===== src/rtl/cpu_io_responder.sv =====
// CPU OUT/IN port responder: TX FIFO drained to a valid/ready sink, RX FIFO filled from a valid/ready source.
// Optional IO_LOOPBACK_EN adds a loopback input that routes the TX head straight into RX.
module cpu_io_responder #(
    parameter int DEPTH  = 16,
    parameter int ADDR_W = $clog2(DEPTH)
) (
    input  logic              clk,
    input  logic              rst,
`ifdef IO_LOOPBACK_EN
    input  logic              loopback,
`endif
    input  logic [31:0]       cpu_out_data,
    input  logic              cpu_out_we,
    output logic [31:0]       cpu_in_data,
    input  logic              cpu_in_re,
    output logic              cpu_in_avail,
    output logic [7:0]        tx_data,
    output logic              tx_valid,
    input  logic              tx_ready,
    input  logic [7:0]        rx_data,
    input  logic              rx_valid,
    output logic              rx_ready,
    output logic [ADDR_W:0]   tx_level,
    output logic [ADDR_W:0]   rx_level,
    output logic              ovf_sticky,
    output logic              unf_sticky,
    input  logic              clr_sticky
);

    localparam logic [ADDR_W:0]   LVL_FULL = (ADDR_W + 1)'(DEPTH);
    localparam logic [ADDR_W:0]   LVL_ONE  = 1;
    localparam logic [ADDR_W-1:0] PTR_ONE  = 1;

    logic [7:0]        tx_mem_q [DEPTH];
    logic [7:0]        rx_mem_q [DEPTH];

    logic [ADDR_W-1:0] tx_wptr_q, tx_wptr_d, tx_rptr_q, tx_rptr_d;
    logic [ADDR_W-1:0] rx_wptr_q, rx_wptr_d, rx_rptr_q, rx_rptr_d;
    logic [ADDR_W:0]   tx_level_q, tx_level_d, rx_level_q, rx_level_d;
    logic              ovf_q, ovf_d, unf_q, unf_d;

    logic              lb_en, lb_move;
    logic              tx_empty, tx_full, rx_empty, rx_full;
    logic              tx_push, tx_pop, rx_push, rx_pop;
    logic [7:0]        tx_head, rx_head, rx_wdata;
    logic              unused_out_bits;

`ifdef IO_LOOPBACK_EN
    assign lb_en = loopback;
`else
    assign lb_en = 1'b0;
`endif

    assign unused_out_bits = ^cpu_out_data[31:8];

    always_comb begin
        tx_empty = (tx_level_q == '0);
        tx_full  = (tx_level_q == LVL_FULL);
        rx_empty = (rx_level_q == '0);
        rx_full  = (rx_level_q == LVL_FULL);
        tx_head  = tx_mem_q[tx_rptr_q];
        rx_head  = rx_mem_q[rx_rptr_q];

        // In loopback the external handshakes are masked and the TX head moves to RX internally.
        lb_move  = lb_en & ~tx_empty & ~rx_full;
        tx_valid = ~lb_en & ~tx_empty;
        rx_ready = ~lb_en & ~rx_full;

        tx_push  = cpu_out_we & ~tx_full;
        tx_pop   = lb_move | (tx_valid & tx_ready);
        rx_push  = lb_move | (rx_valid & rx_ready);
        rx_pop   = cpu_in_re & ~rx_empty;
        rx_wdata = lb_en ? tx_head : rx_data;

        tx_data      = tx_empty ? 8'h00 : tx_head;
        cpu_in_data  = {24'h000000, (rx_empty ? 8'h00 : rx_head)};
        cpu_in_avail = ~rx_empty;
        tx_level     = tx_level_q;
        rx_level     = rx_level_q;
        ovf_sticky   = ovf_q;
        unf_sticky   = unf_q;
    end

    always_comb begin
        tx_wptr_d  = tx_wptr_q;
        tx_rptr_d  = tx_rptr_q;
        tx_level_d = tx_level_q;
        rx_wptr_d  = rx_wptr_q;
        rx_rptr_d  = rx_rptr_q;
        rx_level_d = rx_level_q;

        if (tx_push) tx_wptr_d = tx_wptr_q + PTR_ONE;
        if (tx_pop)  tx_rptr_d = tx_rptr_q + PTR_ONE;
        case ({tx_push, tx_pop})
            2'b10:   tx_level_d = tx_level_q + LVL_ONE;
            2'b01:   tx_level_d = tx_level_q - LVL_ONE;
            default: tx_level_d = tx_level_q;
        endcase

        if (rx_push) rx_wptr_d = rx_wptr_q + PTR_ONE;
        if (rx_pop)  rx_rptr_d = rx_rptr_q + PTR_ONE;
        case ({rx_push, rx_pop})
            2'b10:   rx_level_d = rx_level_q + LVL_ONE;
            2'b01:   rx_level_d = rx_level_q - LVL_ONE;
            default: rx_level_d = rx_level_q;
        endcase

        // A new event wins over a coincident clear.
        ovf_d = (cpu_out_we & tx_full)  | (ovf_q & ~clr_sticky);
        unf_d = (cpu_in_re  & rx_empty) | (unf_q & ~clr_sticky);
    end

    always_ff @(posedge clk or negedge rst) begin
        if (!rst) begin
            tx_wptr_q  <= '0;
            tx_rptr_q  <= '0;
            tx_level_q <= '0;
            rx_wptr_q  <= '0;
            rx_rptr_q  <= '0;
            rx_level_q <= '0;
            ovf_q      <= 1'b0;
            unf_q      <= 1'b0;
        end else begin
            tx_wptr_q  <= tx_wptr_d;
            tx_rptr_q  <= tx_rptr_d;
            tx_level_q <= tx_level_d;
            rx_wptr_q  <= rx_wptr_d;
            rx_rptr_q  <= rx_rptr_d;
            rx_level_q <= rx_level_d;
            ovf_q      <= ovf_d;
            unf_q      <= unf_d;
        end
    end

    // Storage is deliberately left unreset; the levels gate every read.
    always_ff @(posedge clk) begin
        if (tx_push) tx_mem_q[tx_wptr_q] <= cpu_out_data[7:0];
        if (rx_push) rx_mem_q[rx_wptr_q] <= rx_wdata;
    end

endmodule


===== config.mk =====
export PLATFORM = sky130hd
export DESIGN_NAME = cpu_io_responder
export DESIGN_NICKNAME = d
export VERILOG_FILES = /design/src/rtl/cpu_io_responder.sv
export SDC_FILE = /design/constraint.sdc
export NUM_CORES = 1
export LEC_CHECK = 0
export CAP_MARGIN = 40
export CORE_ASPECT_RATIO = 1.2
export CORE_UTILIZATION = 53
export CTS_BUF_LIST = sky130_fd_sc_hd__clkbuf_8
export DETAILED_ROUTE_END_ITERATION = 7
export PLACE_DENSITY_LB_ADDON = 0.3
export SLEW_MARGIN = 20
export SYNTH_ARGS = -nofsm -noshare
export SYNTH_HDL_FRONTEND = slang
export SYNTH_SLANG_ARGS = --single-unit
export TNS_END_PERCENT = 1

===== constraint.sdc =====
create_clock -name clk -period 7 [get_ports clk]
set_clock_uncertainty 0.1 [all_clocks]
set_input_delay 1.4 -clock clk [delete_from_list [all_inputs] [get_ports clk]]
set_output_delay 1.4 -clock clk [all_outputs]
set_load 0.02 [all_outputs]

==> metrics.txt <==
# TYPE chip_impl_metric gauge
chip_impl_info{name="cell_with_the_largest_stage_delay_on_the_worst_path",value="sky130_fd_sc_hd__mux4_2"} 1
chip_impl_info{name="setup.worst_path.end_class",value="primary output"} 1
chip_impl_metric{name="setup_total_negative_slack",unit="ns"} 0
chip_impl_metric{name="max_freq",unit="MHz"} 215.6
chip_impl_metric{name="die-area",unit="sq um"} 22670
chip_impl_metric{name="preCtsSetupSlack",unit="ns"} 2.867
chip_impl_metric{name="arrival",unit="ns"} 3.14
chip_impl_metric{name="netlist_area",unit="sq um"} 11700
chip_impl_metric{name="layout.filler_cells",unit=""} 1550
chip_impl_metric{name="max_cap_violations",unit=""} 0
chip_impl_metric{name="slowest_delay",unit="ns"} 0.59
chip_impl_metric{name="firstDrtPassIters",unit=""} 4
chip_impl_metric{name="row_count",unit=""} 59
chip_impl_metric{name="final.min_clock_period",unit="ns"} 4.637
chip_impl_metric{name="synthMuxAreaShare",unit="%"} 15.45
chip_impl_metric{name="wl_per_cell",unit="um"} 20.85
chip_impl_metric{name="clock_latency",unit="ns"} 0.55
chip_impl_metric{name="via_total_after_detailed_routing",unit=""} 5616
chip_impl_metric{name="clk_path_buf_depth",unit=""} 3
chip_impl_metric{name="dieHeight",unit="um"} 164.7
chip_impl_info{name="top_usage_layer",value="met2"} 1
chip_impl_info{name="ys_dominant_reg_cell",value="sky130_fd_sc_hd__edfxtp_1"} 1
chip_impl_metric{name="cts_htree_levels",unit=""} 2
chip_impl_info{name="synth_top_family_by_area",value="multiplexers"} 1
chip_impl_info{name="startpoint_to_endpoint_class_of_the_critical_path",value="flip-flop to primary output"} 1
chip_impl_metric{name="crit_required",unit="ns"} 5.50
chip_impl_metric{name="cts_repair_resize_count",unit=""} 0
chip_impl_metric{name="clock_sinks",unit=""} 284
chip_impl_metric{name="overflow",unit=""} 0
chip_impl_metric{name="finalWorstSetupSlack",unit="ns"} 2.363
chip_impl_metric{name="die_w",unit="um"} 137.6
chip_impl_metric{name="report.power.total",unit="mW"} 5.328
chip_impl_metric{name="detail_route.vias_per_cell",unit=""} 5.610
chip_impl_info{name="path_cells",value="buf_4, mux4_2, mux2i_1, o22ai_1, clkdlybuf4s50_1"} 1
chip_impl_metric{name="post_place_instance_area",unit="sq um"} 12420
chip_impl_metric{name="ys_ff_latch",unit=""} 284
chip_impl_metric{name="groute.layer.met2.usage",unit="%"} 34.24
chip_impl_metric{name="numCtsBuffers",unit=""} 43
chip_impl_metric{name="wirelength",unit="um"} 20870
chip_impl_metric{name="yosys.area_share.adder",unit="%"} 1.818
chip_impl_metric{name="ys_seq_area_share",unit="%"} 71.71
chip_impl_metric{name="antenna_found_initial",unit=""} 0
chip_impl_metric{name="synthToLayoutAreaGrowth",unit="%"} 13.30
chip_impl_metric{name="synth_cells",unit=""} 612
chip_impl_metric{name="yosys_warnings",unit=""} 0
chip_impl_metric{name="synth-async-reset-ratio",unit="%"} 9.859
chip_impl_info{name="clock_tree.root_cell",value="sky130_fd_sc_hd__clkbuf_8"} 1
chip_impl_metric{name="fin_area",unit="sq um"} 13250
chip_impl_info{name="timing.critical_path.max_delay_family",value="buffers and inverters"} 1
chip_impl_metric{name="synth.avg_cell_area",unit="sq um"} 19.11
chip_impl_metric{name="tightest_slew",unit="ns"} 0.8156
chip_impl_metric{name="place_congestion",unit=""} 0.7692
chip_impl_metric{name="timing.final.crit_share",unit="%"} 66.25
chip_impl_metric{name="critPathBufInv",unit=""} 2
chip_impl_metric{name="synthDistinctLibCells",unit=""} 37
chip_impl_metric{name="largest_voltage_drop_on_the_vdd_net",unit="V"} 0.0003259
chip_impl_metric{name="dpl.hpwl",unit="um"} 13460
chip_impl_info{name="tritoncts",value="yes"} 1
chip_impl_metric{name="p_per_area",unit="nW/um^2"} 402.0
chip_impl_metric{name="post-synth-top-area-fraction",unit="%"} 65.72
chip_impl_metric{name="crit_path_max_fanout",unit=""} 29
chip_impl_metric{name="post_route_cells_drive_above_1_share",unit="%"} 20.77
chip_impl_metric{name="clk_transition_reported_paths",unit="ns"} 0.06
chip_impl_info{name="synth_area_leaders",value="sky130_fd_sc_hd__edfxtp_1, sky130_fd_sc_hd__mux4_2, sky130_fd_sc_hd__dfrtp_1"} 1
chip_impl_metric{name="grt_usage",unit="%"} 19.32
chip_impl_metric{name="io_pins",unit=""} 102
chip_impl_info{name="yosysTopAreaCell",value="sky130_fd_sc_hd__edfxtp_1"} 1
chip_impl_metric{name="area_share_of_xor_xnor_cells_in_the_synthesized_design",unit="%"} 1.797
chip_impl_metric{name="p_leak",unit="nW"} 4.561
chip_impl_metric{name="drt.antenna.violating_nets",unit=""} 0
chip_impl_metric{name="finalHoldViolations",unit=""} 0
chip_impl_metric{name="number_of_synthesized_flops_with_an_enable_pin",unit=""} 256
chip_impl_metric{name="layout.nets",unit=""} 763
chip_impl_metric{name="quantity_of_hold_fixing_buffers_added_after_cts",unit=""} 0
chip_impl_metric{name="grt_pass1_wl",unit="um"} 32130
chip_impl_info{name="rsz0062_at_grt",value="no"} 1
chip_impl_metric{name="drtIter0Drc",unit=""} 342
chip_impl_metric{name="grt_use_met3",unit="%"} 3.775
chip_impl_metric{name="floorplan.initialDensity",unit="%"} 53.90
chip_impl_info{name="result_of_the_run",value="finished, final reports clean"} 1
chip_impl_metric{name="insertedDiodeCount",unit=""} 0
chip_impl_metric{name="post_synthesis_share_of_cell_area_spent_on_and_or_nand_and_nor_gates",unit="%"} 3.348
chip_impl_metric{name="post_cts.repair.setup_buffers",unit=""} 0
chip_impl_metric{name="via_count_of_the_first_global_routing_pass",unit=""} 5783
chip_impl_metric{name="port_buffers",unit=""} 53
chip_impl_metric{name="met1_usage",unit="%"} 23.73
chip_impl_metric{name="synthesized_area_fraction_occupied_by_ao_oa_aoi_and_oai_cells",unit="%"} 2.353
chip_impl_metric{name="worst_slew_margin_rel",unit="%"} 45.43
chip_impl_metric{name="final_routed_drc_violation_total",unit=""} 0
chip_impl_info{name="worst_setup_sp_type",value="flip-flop"} 1
chip_impl_metric{name="core_region_area",unit="sq um"} 21700
chip_impl_metric{name="timing.final.setup_violations",unit=""} 0
chip_impl_metric{name="final-max-slew-violation-count",unit=""} 0
chip_impl_metric{name="grt_start_max_net_pins",unit=""} 36
chip_impl_info{name="holdCritPathClass",value="flip-flop to flip-flop"} 1
report_power, final:
group	leakage [nW]	internal (mW)	switching [mW]
Clock	0.439	0.588	0.598
Combinational	1.48	0.905	0.956
Sequential	2.64	2.09	0.194
synth_stat cells, types with 5 or more instances:
master,number
sky130_fd_sc_hd__a21oi_1,7
sky130_fd_sc_hd__buf_2,13
sky130_fd_sc_hd__buf_4,26
sky130_fd_sc_hd__buf_6,6
sky130_fd_sc_hd__clkbuf_1,5
sky130_fd_sc_hd__dfrtp_1,28
sky130_fd_sc_hd__edfxtp_1,256
sky130_fd_sc_hd__ha_1,17
sky130_fd_sc_hd__inv_1,12
sky130_fd_sc_hd__mux2i_1,32
sky130_fd_sc_hd__mux4_2,64
sky130_fd_sc_hd__nand2_1,19
sky130_fd_sc_hd__nand2b_1,7
sky130_fd_sc_hd__nor2_1,28
sky130_fd_sc_hd__nor3_1,8
sky130_fd_sc_hd__o21ai_0,9
sky130_fd_sc_hd__o22ai_1,16
sky130_fd_sc_hd__xnor2_1,14
sky130_fd_sc_hd__xor2_1,10
per-stage QoR:
step	hold WS (ns)	instances	util (%)
floorplan	0.3583	635	-
global placement	0.3773	916	56.94
detailed placement	0.4196	918	57.22
CTS	0.4317	991	60.66
global route	0.4416	1001	61.06
finish	0.4192	1001	61.06
per-layer routing:
layer / part of all wire, % / wire length [um]
met1: 40 / 8257
met2: 54 / 11350
met3: 4.5 / 940
met4: 1.5 / 323
met5: 0 / 0
final cells by class:
| type | count | area, sq um | area share, % |
|---|---|---|---|
| clock inverter | 29 | 140.1 | 1.057 |
| inverter | 12 | 45.04 | 0.3399 |
| sequential | 284 | 8392 | 63.32 |
| clock buffer | 44 | 605.6 | 4.569 |
| multi-input combinational | 285 | 3007 | 22.69 |
| timing repair buffer | 73 | 720.7 | 5.438 |
| tap | 274 | 342.8 | 2.587 |
cell usage in the layout, fill, tap and decap left out, types with 2 or more instances in the layout:
cell type,count
sky130_fd_sc_hd__a21boi_1,2
sky130_fd_sc_hd__a21boi_2,2
sky130_fd_sc_hd__a21oi_1,7
sky130_fd_sc_hd__a32oi_1,2
sky130_fd_sc_hd__and3b_1,3
sky130_fd_sc_hd__buf_4,17
sky130_fd_sc_hd__clkbuf_8,44
sky130_fd_sc_hd__clkdlybuf4s50_1,53
sky130_fd_sc_hd__clkinv_1,7
sky130_fd_sc_hd__clkinv_2,5
sky130_fd_sc_hd__conb_1,24
sky130_fd_sc_hd__dfrtp_1,25
sky130_fd_sc_hd__dfrtp_2,3
sky130_fd_sc_hd__edfxtp_1,256
sky130_fd_sc_hd__ha_1,17
sky130_fd_sc_hd__inv_1,26
sky130_fd_sc_hd__mux2_2,4
sky130_fd_sc_hd__mux2i_1,32
sky130_fd_sc_hd__mux4_2,64
sky130_fd_sc_hd__nand2_1,19
sky130_fd_sc_hd__nand2b_1,7
sky130_fd_sc_hd__nand3_1,2
sky130_fd_sc_hd__nand4_1,4
sky130_fd_sc_hd__nor2_1,28
sky130_fd_sc_hd__nor2b_1,2
sky130_fd_sc_hd__nor3_1,4
sky130_fd_sc_hd__nor3_2,4
sky130_fd_sc_hd__nor4_4,2
sky130_fd_sc_hd__o21ai_0,9
sky130_fd_sc_hd__o22ai_1,16
sky130_fd_sc_hd__o31ai_1,2
sky130_fd_sc_hd__xnor2_1,14
sky130_fd_sc_hd__xor2_1,10
path summary, 6_finish.rpt:
path,start,end,slack [ns],depth (start not counted)
worst max-delay path,tx_rptr_q[0],tx_data[5],2.36,5
worst min-delay path,rx_rptr_q[3],rx_rptr_q[3],0.42,1
worst max register to register,tx_level[1],tx_level[4],4.22,9
worst min register to register,rx_rptr_q[3],rx_rptr_q[3],0.42,1
max in group asynchronous,rst,rx_rptr_q[2],5.36,2
min in group asynchronous,rst,rx_level[0],1.13,2
state kept, by name (all words and copies together) (netlist names):
register,count
ovf_sticky,1
rx_level,5
rx_mem_q,128
rx_rptr_q,4
rx_wptr_q,4
tx_level,5
tx_mem_q,128
tx_rptr_q,4
tx_wptr_q,4
unf_sticky,1
kinds of logic after synthesis:
kind of cell	count (synthesis)
buffers and inverters	66
XOR/XNOR	24
AND/OR/NAND/NOR	77
AO/OA/AOI/OAI	43
other	1
adder cells (fa/ha/maj)	17
multiplexers	100
flip-flops	284
(Power assumes the default switching activity.)
